**config.mk**
```make
export PLATFORM = sky130hd
export DESIGN_NAME = hdmi_audio_sched
export DESIGN_NICKNAME = d
export VERILOG_FILES = /design/src/rtl/hdmi_audio_sched.sv
export SDC_FILE = /design/constraint.sdc
export NUM_CORES = 1
export LEC_CHECK = 0
export BUFFER_PORTS_ARGS = -buffer_cell sky130_fd_sc_hd__buf_4
export CELL_PAD_IN_SITES_DETAIL_PLACEMENT = 1
export CELL_PAD_IN_SITES_GLOBAL_PLACEMENT = 1
export CORE_MARGIN = 5
export CORE_UTILIZATION = 43
export DETAILED_ROUTE_END_ITERATION = 8
export PLACE_DENSITY_LB_ADDON = 0.15
export SETUP_SLACK_MARGIN = 0.05
export SLEW_MARGIN = 15
export SYNTH_ARGS = -nofsm -noshare
export SYNTH_HDL_FRONTEND = slang
export SYNTH_SLANG_ARGS = --single-unit
```
**constraint.sdc**
```tcl
create_clock -name vga_clk_sig -period 4.4 [get_ports vga_clk_sig]
set_clock_uncertainty 0.05 [all_clocks]
set_input_delay 0.88 -clock vga_clk_sig [delete_from_list [all_inputs] [get_ports vga_clk_sig]]
set_output_delay 0.88 -clock vga_clk_sig [all_outputs]
set_load 0.05 [all_outputs]
```
**src/rtl/hdmi_audio_sched.sv**
```systemverilog
// Audio sample scheduler for hdmi_tx: exact-average fs strobe from a fractional phase accumulator, src0/src1 arbitration.
// Build option HDMI_AUDIO_SCHED_HOLD_EN: an underrun repeats the last sample instead of outputting zero.
module hdmi_audio_sched #(
  parameter int CLOCK_HZ   = 74286000,
  parameter int FS_HZ      = 44100,
  parameter int DATA_W     = 24,
  parameter int FIFO_DEPTH = 4,
  parameter int ACC_W      = 32
) (
  input  logic                          vga_clk_sig,
  input  logic                          reset_sig,
  input  logic [1:0]                    sel_mode,
  input  logic [DATA_W-1:0]             src0_l,
  input  logic [DATA_W-1:0]             src0_r,
  input  logic                          src1_valid,
  output logic                          src1_ready,
  input  logic [DATA_W-1:0]             src1_l,
  input  logic [DATA_W-1:0]             src1_r,
  output logic                          pcm_fs,
  output logic [DATA_W-1:0]             pcm_l,
  output logic [DATA_W-1:0]             pcm_r,
  output logic                          active_src,
  output logic                          underrun,
  output logic [$clog2(FIFO_DEPTH):0]   fifo_level
);

  localparam int PTR_W = $clog2(FIFO_DEPTH);
  localparam int LVL_W = PTR_W + 1;
  localparam logic [ACC_W-1:0] CLK_C    = ACC_W'(CLOCK_HZ);
  localparam logic [ACC_W-1:0] FS_C     = ACC_W'(FS_HZ);
  localparam logic [ACC_W-1:0] HALF_C   = ACC_W'(CLOCK_HZ / 2);
  localparam logic [LVL_W-1:0] FULL_C   = LVL_W'(FIFO_DEPTH);
  localparam logic [LVL_W-1:0] SWITCH_C = LVL_W'(FIFO_DEPTH / 2);

  typedef enum logic {SRC0 = 1'b0, SRC1 = 1'b1} src_t;

  // Phase accumulator: adds FS_HZ per cycle, wraps by CLOCK_HZ, so ticks average exactly FS_HZ.
  logic [ACC_W-1:0] acc;
  logic [ACC_W-1:0] acc_sum;
  logic [ACC_W-1:0] acc_next;
  logic             tick;

  always_comb begin
    acc_sum  = acc + FS_C;
    tick     = (acc_sum >= CLK_C);
    acc_next = tick ? (acc_sum - CLK_C) : acc_sum;
  end

  always_ff @(posedge vga_clk_sig or posedge reset_sig) begin
    if (reset_sig) begin
      acc    <= '0;
      pcm_fs <= 1'b0;
    end else begin
      acc <= acc_next;
      if (tick)
        pcm_fs <= 1'b1;
      else if ((acc_next >= HALF_C) && (acc < HALF_C))
        pcm_fs <= 1'b0;
    end
  end

  logic [2*DATA_W-1:0] mem [FIFO_DEPTH];
  logic [PTR_W-1:0]    wr_ptr;
  logic [PTR_W-1:0]    rd_ptr;
  logic [LVL_W-1:0]    level;
  logic                full;
  logic                empty;
  logic                push;
  logic                pop;
  logic [DATA_W-1:0]   head_l;
  logic [DATA_W-1:0]   head_r;

  assign full       = (level == FULL_C);
  assign empty      = (level == '0);
  assign src1_ready = ~full;
  assign push       = src1_valid & ~full;
  assign fifo_level = level;
  assign head_l     = mem[rd_ptr][2*DATA_W-1:DATA_W];
  assign head_r     = mem[rd_ptr][DATA_W-1:0];

  always_ff @(posedge vga_clk_sig) begin
    if (push)
      mem[wr_ptr] <= {src1_l, src1_r};
  end

  always_ff @(posedge vga_clk_sig or posedge reset_sig) begin
    if (reset_sig) begin
      wr_ptr <= '0;
      rd_ptr <= '0;
      level  <= '0;
    end else begin
      if (push)
        wr_ptr <= wr_ptr + 1'b1;
      if (pop)
        rd_ptr <= rd_ptr + 1'b1;
      case ({push, pop})
        2'b10:   level <= level + 1'b1;
        2'b01:   level <= level - 1'b1;
        default: level <= level;
      endcase
    end
  end

  // Source decision for the coming tick; the new source applies to that same tick.
  src_t state;
  src_t state_next;
  logic mute;
  logic use_src1;

  always_comb begin
    state_next = state;
    unique case (sel_mode)
      2'b00: begin
        if (state == SRC0) begin
          if (level >= SWITCH_C)
            state_next = SRC1;
        end else if (empty) begin
          state_next = SRC0;
        end
      end
      2'b01:   state_next = SRC0;
      2'b10:   state_next = SRC1;
      default: state_next = state;
    endcase
    mute     = (sel_mode == 2'b11);
    use_src1 = !mute && (state_next == SRC1);
    pop      = tick && use_src1 && !empty;
  end

  always_ff @(posedge vga_clk_sig or posedge reset_sig) begin
    if (reset_sig) begin
      state    <= SRC0;
      pcm_l    <= '0;
      pcm_r    <= '0;
      underrun <= 1'b0;
    end else begin
      underrun <= 1'b0;
      if (tick) begin
        state <= state_next;
        if (mute) begin
          pcm_l <= '0;
          pcm_r <= '0;
        end else if (!use_src1) begin
          pcm_l <= src0_l;
          pcm_r <= src0_r;
        end else if (!empty) begin
          pcm_l <= head_l;
          pcm_r <= head_r;
        end else begin
          underrun <= 1'b1;
`ifdef HDMI_AUDIO_SCHED_HOLD_EN
          pcm_l <= pcm_l;
          pcm_r <= pcm_r;
`else
          pcm_l <= '0;
          pcm_r <= '0;
`endif
        end
      end
    end
  end

  assign active_src = (state == SRC1);

endmodule

```
==> results of run 1 <==
## sequential cells by signal, summed over array words and instances (netlist names)
signal	count
mem	192
acc	30
pcm_l	24
pcm_r	24
fifo_level	3
rd_ptr	2
wr_ptr	2
active_src	1
pcm_fs	1
underrun	1
## cell families (layout without fill, tap and decap cells)
kind of cell | Yosys count | after routing | synth area share (%)
compound gates | 231 | 231 | 12.6
flops | 280 | 280 | 61.4
xor+xnor | 44 | 44 | 3.09
buf+inv | 89 | 300 | 2.80
simple gates | 252 | 252 | 10.4
fa+ha+maj | 9 | 9 | 0.926
mux | 53 | 53 | 8.74
## cell usage after synthesis (17+ instances only)
| cell | n | area [um2] |
|---|---|---|
| edfxtp_1 | 192 | 5770 |
| nor3_1 | 20 | 100 |
| dfrtp_1 | 88 | 2200 |
| o21ai_0 | 72 | 360 |
| a21oi_1 | 17 | 85.1 |
| inv_1 | 31 | 116 |
| xnor2_1 | 26 | 228 |
| a22oi_1 | 48 | 360 |
| nor2_1 | 37 | 139 |
| clkbuf_1 | 38 | 143 |
| nand2_1 | 74 | 278 |
| nand3_1 | 22 | 110 |
| mux4_2 | 48 | 1080 |
## layout by cell type (no fill, tap or decap), types with 25 or more instances in the layout
master and count:
buf_4 210, edfxtp_1 192, dfrtp_1 85, nand2_1 73, o21ai_0 72, mux4_2 48, a22oi_1 48, nor2_1 36
clkbuf_16 31, inv_1 30, xnor2_1 25
## through the flow
stage / util (%) / cell area [um2] / setup WS (ns) / cells
6_report: 53.6 / 15900 / 0.287 / 1559
3_3_place_gp: 50.0 / 14900 / 0.309 / 1503
3_5_place_dp: 50.0 / 14900 / 0.247 / 1503
2_1_floorplan: - / 13000 / 0.167 / 958
4_1_cts: 53.4 / 15900 / 0.207 / 1559
5_1_grt: 53.6 / 15900 / 0.0529 / 1559
## layer usage
layer  up-vias  global-route usage, %  part of all wire [%]
met2       250                   35.5                    48
met1      4641                   30.2                    44
met4         4                   5.13                   2.3
met3        63                   4.23                   5.6
li1       4096                      -                     -
met5         -                      0                 0.073
## worst max-delay path, delay by kind of cell (launching register included)
family / cells / cell delay [ns]
compound gates: 5 / 1.48
flops: 1 / 0.44
simple gates: 6 / 1.37
buf+inv: 3 / 0.67
## power by group through the flow
stage	combinational (uW)	sequential, uW	clock (uW)
2_1_floorplan	509	3420	0
3_3_place_gp	921	3380	0
3_5_place_dp	931	3410	0
4_1_cts	937	3360	2560
5_1_grt	998	3380	2670
6_report	912	3350	2500
## worst max-delay path by stage
stage | depth (start not counted) | slack, ns | endpoint | startpoint
finish | 14 | 0.29 | pcm_fs | acc[10]
global route | 14 | 0.05 | fifo_level[2] | acc[16]
CTS | 13 | 0.21 | pcm_fs | acc[5]
detailed placement | 13 | 0.25 | pcm_fs | acc[5]
global placement | 13 | 0.31 | pcm_fs | acc[5]
floorplan | 18 | 0.17 | fifo_level[2] | acc[2]
## what timing repair did
action / 4_1_cts / 5_1_grt
hold buffers: 0 / 0
setup endpoints to repair: 0 / 2
gates resized for setup: 0 / 9
## area by class of cell
class                   count  share of cell area [%]
inverters                  31                   0.747
flip-flops and latches    280                    50.1
well taps                 390                    3.06
repair buffers            213                    10.3
clock inverters            13                   0.637
multi-input cells         589                    29.6
clock buffers              43                    5.60
==> qor.yml, run 1 <==
drt:
  via_per_inst: 5.81
  dr.first_iter.drc_count: 596
  dr.pass1.iters: 5
  wirelength_mm: 36.8
  via_count: 9054
  final_antenna_net_count: 0
  wl_per_cell_um: 23.6
  drcViolationCount: 0
grt:
  antenna_found_initial: 2
  grt_pass1_wl_mm: 57.2
  grt.total_usage_pct: 21.7
  grt_pass1_vias: 9791
  overflow: 0
  grt_max_degree: 67
sta:
  worst_slew_pin_slew_ns: 1.05
  fmax_ghz: 0.243
  tns_ns: 0
  period_needed_ns: 4.11
  slew_violations: 0
  fin_crit_sh_pct: 93.5
  finalSetupViolCount: 0
  rsz0062_at_grt: "false"
  max_slew_margin_pct: 30.3
  hold_viol: 0
  hold_ws_ns: 0.434
placed_design:
  place_congestion: 0.866
  io_buffers: 155
  dp_hpwl_mm: 25.9
cts:
  cts.path.max_buffers: 3
  worstSkewPairLatency_ns: 0.55
  numCtsBuffers: 30
  cts_sinks: 280
  h-tree-depth: 1
  cts-root-buf: "clkbuf_16"
  clkTransAtPathRegs_ns: 0.06
  cts_tree: "done"
  post_cts_buffers: 0
pwr:
  p_clk_share_pct: 37.0
  power.density_nw_per_um2: 425
  combPwrFrac_pct: 13.5
  p_int_uw: 5030
  leakage_uw: 0.00603
  power.total_uw: 6770
  power_frac_seq_pct: 49.5
  ir_drop_mv: 0.319
  p_sw_share_pct: 25.6
  p_switching_uw: 1730
setup_path:
  cp_cell_sequence: "buf_4, nor2_1, buf_4, o21a_1, nand4_1, a21oi_1, o211a_1, and4_1, nand3_1, buf_4, a221oi_1, nor3b_1, a311oi_1, nor3_1"
  crit_type: "reg -> reg"
  start_kind: "flop"
  cp.required_ns: 4.78
  worstReg2RegEnd: "pcm_fs"
  crit_fanout: 7
  reg2reg_from: "acc[10]"
  slowest_delay_ns: 0.44
  cp-end-kind: "flop"
  crit_path_frequent_cell: "buf_4"
  rrSetupSlack_ns: 0.29
  worst_r2r_path_depth: 14
  cp.arrival_ns: 4.49
  critPathSlowestCell: "dfrtp_1"
die:
  core_area_um2: 29700
  num_rows: 63
  dieArea_um2: 33700
  start_util_pct: 43.6
  ios: 156
  fp.dieW_um: 184
  die_y_um: 184
worst_hold_path:
  holdPathStages: 2
  min_to: "pcm_r[21]"
  hold_class: "reg -> reg"
  min_from: "pcm_r[21]"
cells_and_area:
  multi_input_comb_area_um2: 4710
  synthToLayoutAreaGrowth_pct: 22.8
  final.fill_count: 3021
  antennaDiodeCount: 0
  register_area_um2: 7970
  nNetsFinal: 1255
  drive_gt1_share_pct: 30.5
yosys:
  synth_nets: 1068
  synth_enable_flop_cells: 192
  ys_seq_area_share_pct: 61.4
  ys.flop_type: "edfxtp_1"
  async_flop_share_pct: 31.4
  synth_seq_cells: 280
  postSynthAreaPerCell_um2: 13.5
  syn_area_um2: 13000
  synth_cell_types: 84
  syn_inst: 958
  ys_warn_count: 0
flow_run:
  maxCapViolations: 0
status:
  outcome: "complete, no violations"
Power figures use the tool's default switching activity.
==> run 2, diff against run 1 <==
--- a/config.mk
+++ b/config.mk
@@ -5,11 +5,12 @@
 export SDC_FILE = /design/constraint.sdc
 export NUM_CORES = 1
 export LEC_CHECK = 0
+export ABC_AREA = 1
 export BUFFER_PORTS_ARGS = -buffer_cell sky130_fd_sc_hd__buf_4
 export CELL_PAD_IN_SITES_DETAIL_PLACEMENT = 1
 export CELL_PAD_IN_SITES_GLOBAL_PLACEMENT = 1
 export CORE_MARGIN = 5
-export CORE_UTILIZATION = 43
+export CORE_UTILIZATION = 41
 export DETAILED_ROUTE_END_ITERATION = 8
 export PLACE_DENSITY_LB_ADDON = 0.15
 export SETUP_SLACK_MARGIN = 0.05
==> qor.yml, run 2 <==
die:
  dieArea_um2: 36000  # +6.8%
  num_rows: 65  # +3.2%
  ios: 156  # unchanged
  fp.dieW_um: 190  # +3.4%
  start_util_pct: 41.8  # -1.8 points
  core_area_um2: 31700  # +6.7%
  die_y_um: 190  # +3.4%
setup_path:
  cp_cell_sequence: "ha_1, nand3_1, inv_2, nand2_1, nand2_1, nand2_1, nand2_1, nand2_1, nand2_2, nand2_1, nor2_1, nand3_1, nor2_2, nand2_2, nand4_4, inv_2, nor2_1, ha_1, inv_1, fa_1, a21oi_1, o21ai_0, xnor2_1"
  cp.required_ns: 4.78  # about the same
  worstReg2RegEnd: "fifo_level[2]"
  rrSetupSlack_ns: 0.55  # +0.26 ns
  worst_r2r_path_depth: 23  # +9
  cp.arrival_ns: 4.23  # -0.26 ns
  crit_path_frequent_cell: "nand2_1"
  crit_type: "reg -> reg"
  critPathSlowestCell: "dfrtp_1"
  cp-end-kind: "flop"
  path_buf_inv: 3  # unchanged
  start_kind: "flop"
  slowest_delay_ns: 0.41  # -0.03 ns
  crit_fanout: 6  # -1
  crit_family: "simple AND/OR/NAND/NOR gates"
  reg2reg_from: "acc[2]"
placed_design:
  place_congestion: 0.879  # +1.5%
  io_buffers: 155  # unchanged
  dp_hpwl_mm: 27.8  # +7.3%
  dpl.cell_count: 1909  # +27%
grt:
  grt.total_usage_pct: 22.3  # +0.65 points
  grt_pass1_vias: 11700  # +19%
  overflow: 0  # unchanged
  grt_pass1_wl_mm: 64.2  # +12%
  grt_max_degree: 99  # +48%
  antenna_found_initial: 2  # unchanged
yosys:
  syn_inst: 1391  # +45%
  yosys.area.top_type: "edfxtp_1"
  ys_warn_count: 0  # unchanged
  ys.flop_type: "edfxtp_1"
  synth_nets: 1501  # +41%
  synth_enable_flop_cells: 192  # unchanged
  synth_cell_types: 42  # -50%
  syn_area_um2: 13300  # +2.2%
  synth_seq_cells: 280  # unchanged
  async_flop_share_pct: 31.4  # unchanged
  ys_seq_area_share_pct: 60.1  # -1.4 points
  yosysMostFrequentCell: "nand2_1"
  ys_top_cells_by_area: "edfxtp_1, dfrtp_1, nand2_1"
  synth_common_cells: "nand2_1, edfxtp_1, a21oi_1, nor2_1, dfrtp_1"
  postSynthAreaPerCell_um2: 9.53  # -30%
  yosysTopAreaCellShare_pct: 43.5  # -0.98 points
cells_and_area:
  drive_gt1_share_pct: 17.4  # -13 points
  reg_top3: "mem: 192 flops, acc: 30 flops"
  antennaDiodeCount: 0  # unchanged
  synthToLayoutAreaGrowth_pct: 19.5
  largest_register: "mem"
  layout_common_cells: "nand2_1, edfxtp_1, buf_4"
  nNetsFinal: 1649  # +31%
  mostFrequentLayoutCell: "nand2_1"
  utilization_pct: 49.9  # -3.6 points
  largest_register_ffs: 192  # unchanged
  finalNonFillerCells: 1963  # +26%
pwr:
  leakage_uw: 0.00676  # +12%
  ir_drop_mv: 0.310  # -2.7%
  power.density_nw_per_um2: 427  # +0.42%
cts:
  worstSkewPairLatency_ns: 0.56  # about the same
  cts_tree: "done"
  cts_sinks: 280  # unchanged
  numCtsBuffers: 30  # unchanged
  post_cts_buffers: 0  # unchanged
  cts-root-buf: "clkbuf_16"
  cts.path.max_buffers: 3  # unchanged
  h-tree-depth: 1  # unchanged
  clkTransAtPathRegs_ns: 0.07  # about the same
  cts-resized-gates: 0  # unchanged
  ctsHoldBuffers: 0  # unchanged
sta:
  rsz0062_at_grt: "false"
  worst_slew_pin_slew_ns: 1.13  # +0.0798 ns
  fmax_ghz: 0.260  # +6.9%
  hold_viol: 0  # unchanged
  tns_ns: 0  # unchanged
  slew_violations: 0  # unchanged
  finalSetupViolCount: 0  # unchanged
  fin_crit_sh_pct: 87.5  # -6.0 points
  max_slew_margin_pct: 25.0  # -5.3 points
  period_needed_ns: 3.85  # -0.264 ns
drt:
  drcViolationCount: 0  # unchanged
  dr.first_iter.drc_count: 498  # -16%
  final_antenna_net_count: 0  # unchanged
  wl_per_cell_um: 20.6  # -13%
  dr.pass1.iters: 4  # -1
  via_per_inst: 5.43  # -6.5%
  wirelength_mm: 40.4  # +9.8%
  via_count: 10700  # +18%
status:
  outcome: "complete, no violations"
flow_run:
  maxCapViolations: 0  # unchanged
worst_hold_path:
  hold_class: "in -> async"
==> run 2: routing by layer <==
metal / up-vias / part of all wire [%] / GRT usage (%)
met1: 5285 / 41 / 26.6
met4: 4 / 3.3 / 6.76
met2: 187 / 52 / 41.2
met3: 88 / 4.0 / 3.85
li1: 5094 / - / -
met5: - / 0.067 / 0
==> run 2: cell families (layout without fill, tap and decap cells) <==
group                    count (synthesis)  after routing  synth area share [%]
flip-flops                             280            280                  60.1
AND/OR/NAND/NOR                        624            624                  19.8
XOR/XNOR                                31             31                  2.10
AO/OA/AOI/OAI                          279            279                  12.2
adder cells (fa/ha/maj)                  9              9                 0.906
buffers and inverters                  168            338                  4.95
==> run 2: worst max-delay path by stage <==
| stage | startpoint | to | slack (ns) | depth (start not counted) |
|---|---|---|---|---|
| final | acc[2] | fifo_level[2] | 0.55 | 23 |
| after CTS | acc[2] | fifo_level[2] | 0.55 | 23 |
| after detailed placement | acc[2] | fifo_level[2] | 0.57 | 23 |
| after global placement | acc[2] | fifo_level[2] | 0.60 | 22 |
| after global routing | acc[2] | pcm_fs | 0.19 | 25 |
| after floorplan | fifo_level[0] | mem[0][0] | 0.22 | 4 |
==> run 2: area by class of cell <==
type / count / area [um2]
clock buffers: 42 / 847
well taps: 402 / 503
flip-flops and latches: 280 / 7970
fillers: 3610 / 15900
clock inverters: 12 / 80.1
multi-input cells: 943 / 4660
repair buffers: 174 / 1360
inverters: 110 / 418
==> run 2: report_power, final <==
group	switching (uW)	internal, uW	total, uW
clock	1020	1390	2410
sequential	105	3240	3340
combinational	714	297	1010
total	1840	4920	6760
==> run 2: stage by stage <==
stage	hold WS (ns)	total power, uW	instance area [um2]	setup slack (ns)
global placement	0.416	4380	14900	0.598
detailed placement	0.414	4420	14900	0.574
floorplan	0.446	3950	13300	0.216
CTS	0.431	6830	15800	0.548
global route	0.459	7060	15800	0.189
finish	0.430	6760	15800	0.551
==> run 3, diff against run 2 <==
--- a/config.mk
+++ b/config.mk
@@ -10,7 +10,7 @@
 export CELL_PAD_IN_SITES_DETAIL_PLACEMENT = 1
 export CELL_PAD_IN_SITES_GLOBAL_PLACEMENT = 1
 export CORE_MARGIN = 5
-export CORE_UTILIZATION = 41
+export CORE_UTILIZATION = 45
 export DETAILED_ROUTE_END_ITERATION = 8
 export PLACE_DENSITY_LB_ADDON = 0.15
 export SETUP_SLACK_MARGIN = 0.05
==> constraint.sdc (replaced) <==
create_clock -name vga_clk_sig -period 3.7 [get_ports vga_clk_sig]
set_clock_uncertainty 0.05 [all_clocks]
set_input_delay 0.74 -clock vga_clk_sig [delete_from_list [all_inputs] [get_ports vga_clk_sig]]
set_output_delay 0.74 -clock vga_clk_sig [all_outputs]
set_load 0.05 [all_outputs]
==> qor.yml, run 3 (synthesis results as in run 2) <==
pwr:
  ir_drop_mv: 0.448  # +44%
  leakage_uw: 0.00685  # +1.4%
  power.density_nw_per_um2: 500  # +17%
sta:
  hold_viol: 0  # unchanged
  setup_ws_ns: 0.343  # -0.208 ns
  worst_slew_pin_slew_ns: 1.15  # +0.0216 ns
  period_needed_ns: 3.36  # -0.492 ns
  fin_crit_sh_pct: 90.7  # +3.2 points
  hold_ws_ns: 0.343  # -0.0875 ns
  max_slew_margin_pct: 23.5  # -1.4 points
  fmax_ghz: 0.298  # +15%
  rsz0062_at_grt: "false"
  finalSetupViolCount: 0  # unchanged
  slew_violations: 0  # unchanged
cts:
  worstSkewPairLatency_ns: 0.55  # about the same
  h-tree-depth: 1  # unchanged
  cts_sinks: 280  # unchanged
  clkTransAtPathRegs_ns: 0.07  # about the same
  ctsHoldBuffers: 0  # unchanged
  cts.path.max_buffers: 3  # unchanged
  cts-root-buf: "clkbuf_16"
  numCtsBuffers: 29  # -3.3%
  cts_tree: "done"
cells_and_area:
  final.fill_count: 3294  # -8.8%
  synthToLayoutAreaGrowth_pct: 21.4
  finalNonFillerCells: 1961  # -0.10%
  layout_common_cells: "nand2_1, edfxtp_1, buf_4"
  multi_input_comb_area_um2: 4800  # +2.9%
  utilization_pct: 55.6  # +5.7 points
  drive_gt1_share_pct: 21.6  # +4.2 points
  final_area_um2: 16100  # +1.6%
  reg_top3: "mem: 192 flops, acc: 30 flops"
  register_area_um2: 7980  # +0.14%
  mostFrequentLayoutCell: "nand2_1"
  largest_register: "mem"
  largest_register_ffs: 192  # unchanged
  nNetsFinal: 1664  # +0.91%
placed_design:
  place_ws_ns: 0.0799  # -0.494 ns
  dpl.cell_count: 1901  # -0.42%
  place_congestion: 0.918  # +4.4%
  placed_cell_area_um2: 14900  # +0.19%
  dp_hpwl_mm: 27.6  # -0.56%
  io_buffers: 155  # unchanged
setup_path:
  start_kind: "flop"
  crit_type: "reg -> reg"
  cp-end-kind: "flop"
  cp.required_ns: 4.08  # -0.70 ns
  cp.arrival_ns: 3.74  # -0.49 ns
  crit_fanout: 6  # unchanged
die:
  num_rows: 62  # -4.6%
  start_util_pct: 45.8  # +4.0 points
  ios: 156  # unchanged
  dieArea_um2: 33000  # -8.4%
  die_y_um: 182  # -4.3%
  core_area_um2: 28900  # -8.8%
  fp.dieW_um: 182  # -4.3%
drt:
  dr.first_iter.drc_count: 549  # +10%
  wl_per_cell_um: 20.8  # +1.1%
  final_antenna_net_count: 0  # unchanged
  wirelength_mm: 40.8  # +1.0%
  via_count: 10900  # +2.4%
  dr.pass1.iters: 5  # +1
  via_per_inst: 5.56  # +2.5%
  drcViolationCount: 0  # unchanged
flow_run:
  maxCapViolations: 0  # unchanged
grt:
  overflow: 0  # unchanged
  grt_pass1_vias: 11800  # +1.2%
  grt_max_degree: 99  # unchanged
  antenna_found_initial: 3  # +1
  grt_pass1_wl_mm: 64.5  # +0.46%
  grt.total_usage_pct: 24.3  # +2.0 points
worst_hold_path:
  hold_class: "in -> reg"
status:
  outcome: "complete, no violations"
-- run 3: cell count changes in the layout (fill, tap and decap cells not counted), sizes merged --
cell / previous run / this run
buf: 174 / 190
clkinv: 14 / 12
inv: 106 / 108
bufinv: 1 / 2
clkbuf: 42 / 41
clkinvlp: 1 / 0
diode: 0 / 1
-- run 3: report_power, final --
group / leakage [uW] / switching (uW) / total [uW] / internal, uW
registers: 0.00267 / 134 / 3990 / 3850
logic: 0.00372 / 852 / 1180 / 327
clock network: 0.000466 / 1190 / 2870 / 1680
total: 0.00685 / 2180 / 8040 / 5860
-- run 3: layout make-up --
cell class / instances / area share [%]
sequential: 280 / 49.6
inverter: 110 / 2.60
clock buffer: 41 / 5.10
tap: 384 / 2.99
clock inverter: 12 / 0.715
timing repair buffer: 190 / 9.15
antenna: 1 / 0.0156
multi-input combinational: 943 / 29.8
-- run 3: timing repair --
action                                  4_1_cts  5_1_grt
endpoints found under the hold margin         0        0
pin swaps                                     0        4
cloned                                        0        0
resized for setup                             1       59
setup buffers                                 0        6
endpoints found under the setup margin        1       34
-- run 3: worst paths after layout --
path	startpoint	end	slack (ns)	cells after the start
max	acc[15]	fifo_level[2]	0.34	23
min	src1_r[22]	mem[3][22]	0.34	1
max reg2reg	acc[15]	fifo_level[2]	0.34	23
min reg2reg	pcm_fs	pcm_fs	0.43	2
max in group asynchronous	reset_sig	pcm_l[8]	2.41	3
min in group asynchronous	reset_sig	pcm_r[5]	0.41	2
-- run 3: critical path, stage by stage (launching register included) --
cell	delay, ns
dfrtp_2	0.46
inv_2	0.13
nand2_1	0.11
nand2_1	0.10
clkinv_1	0.14
a21oi_1	0.19
nand2_1	0.08
nand2_1	0.07
nand2_2	0.10
inv_2	0.12
nand2_1	0.06
nor2_1	0.11
nand3_2	0.11
nor2_4	0.15
nand2_2	0.08
nand4_4	0.09
inv_2	0.06
nor2_2	0.10
ha_1	0.15
inv_1	0.07
fa_2	0.34
a21oi_1	0.14
o21ai_1	0.09
xnor2_1	0.13
-- run 3: metal layers --
metal	track usage (%)	share of wire [%]	wire length, um	vias to the layer above
met5	0	0.083	34	-
met4	7.69	3.1	1270	4
met3	4.18	4.4	1790	84
met2	43.8	52	21100	226
met1	29.9	41	16600	5487
li1	-	-	-	5109
-- run 3: stage by stage --
| stage | TNS, ns | power [uW] |
|---|---|---|
| 5_1_grt | 0 | 8390 |
| 4_1_cts | 0 | 8130 |
| 2_1_floorplan | -92.96 | 4690 |
| 3_3_place_gp | 0 | 5170 |
| 3_5_place_dp | 0 | 5230 |
| 6_report | 0 | 8040 |
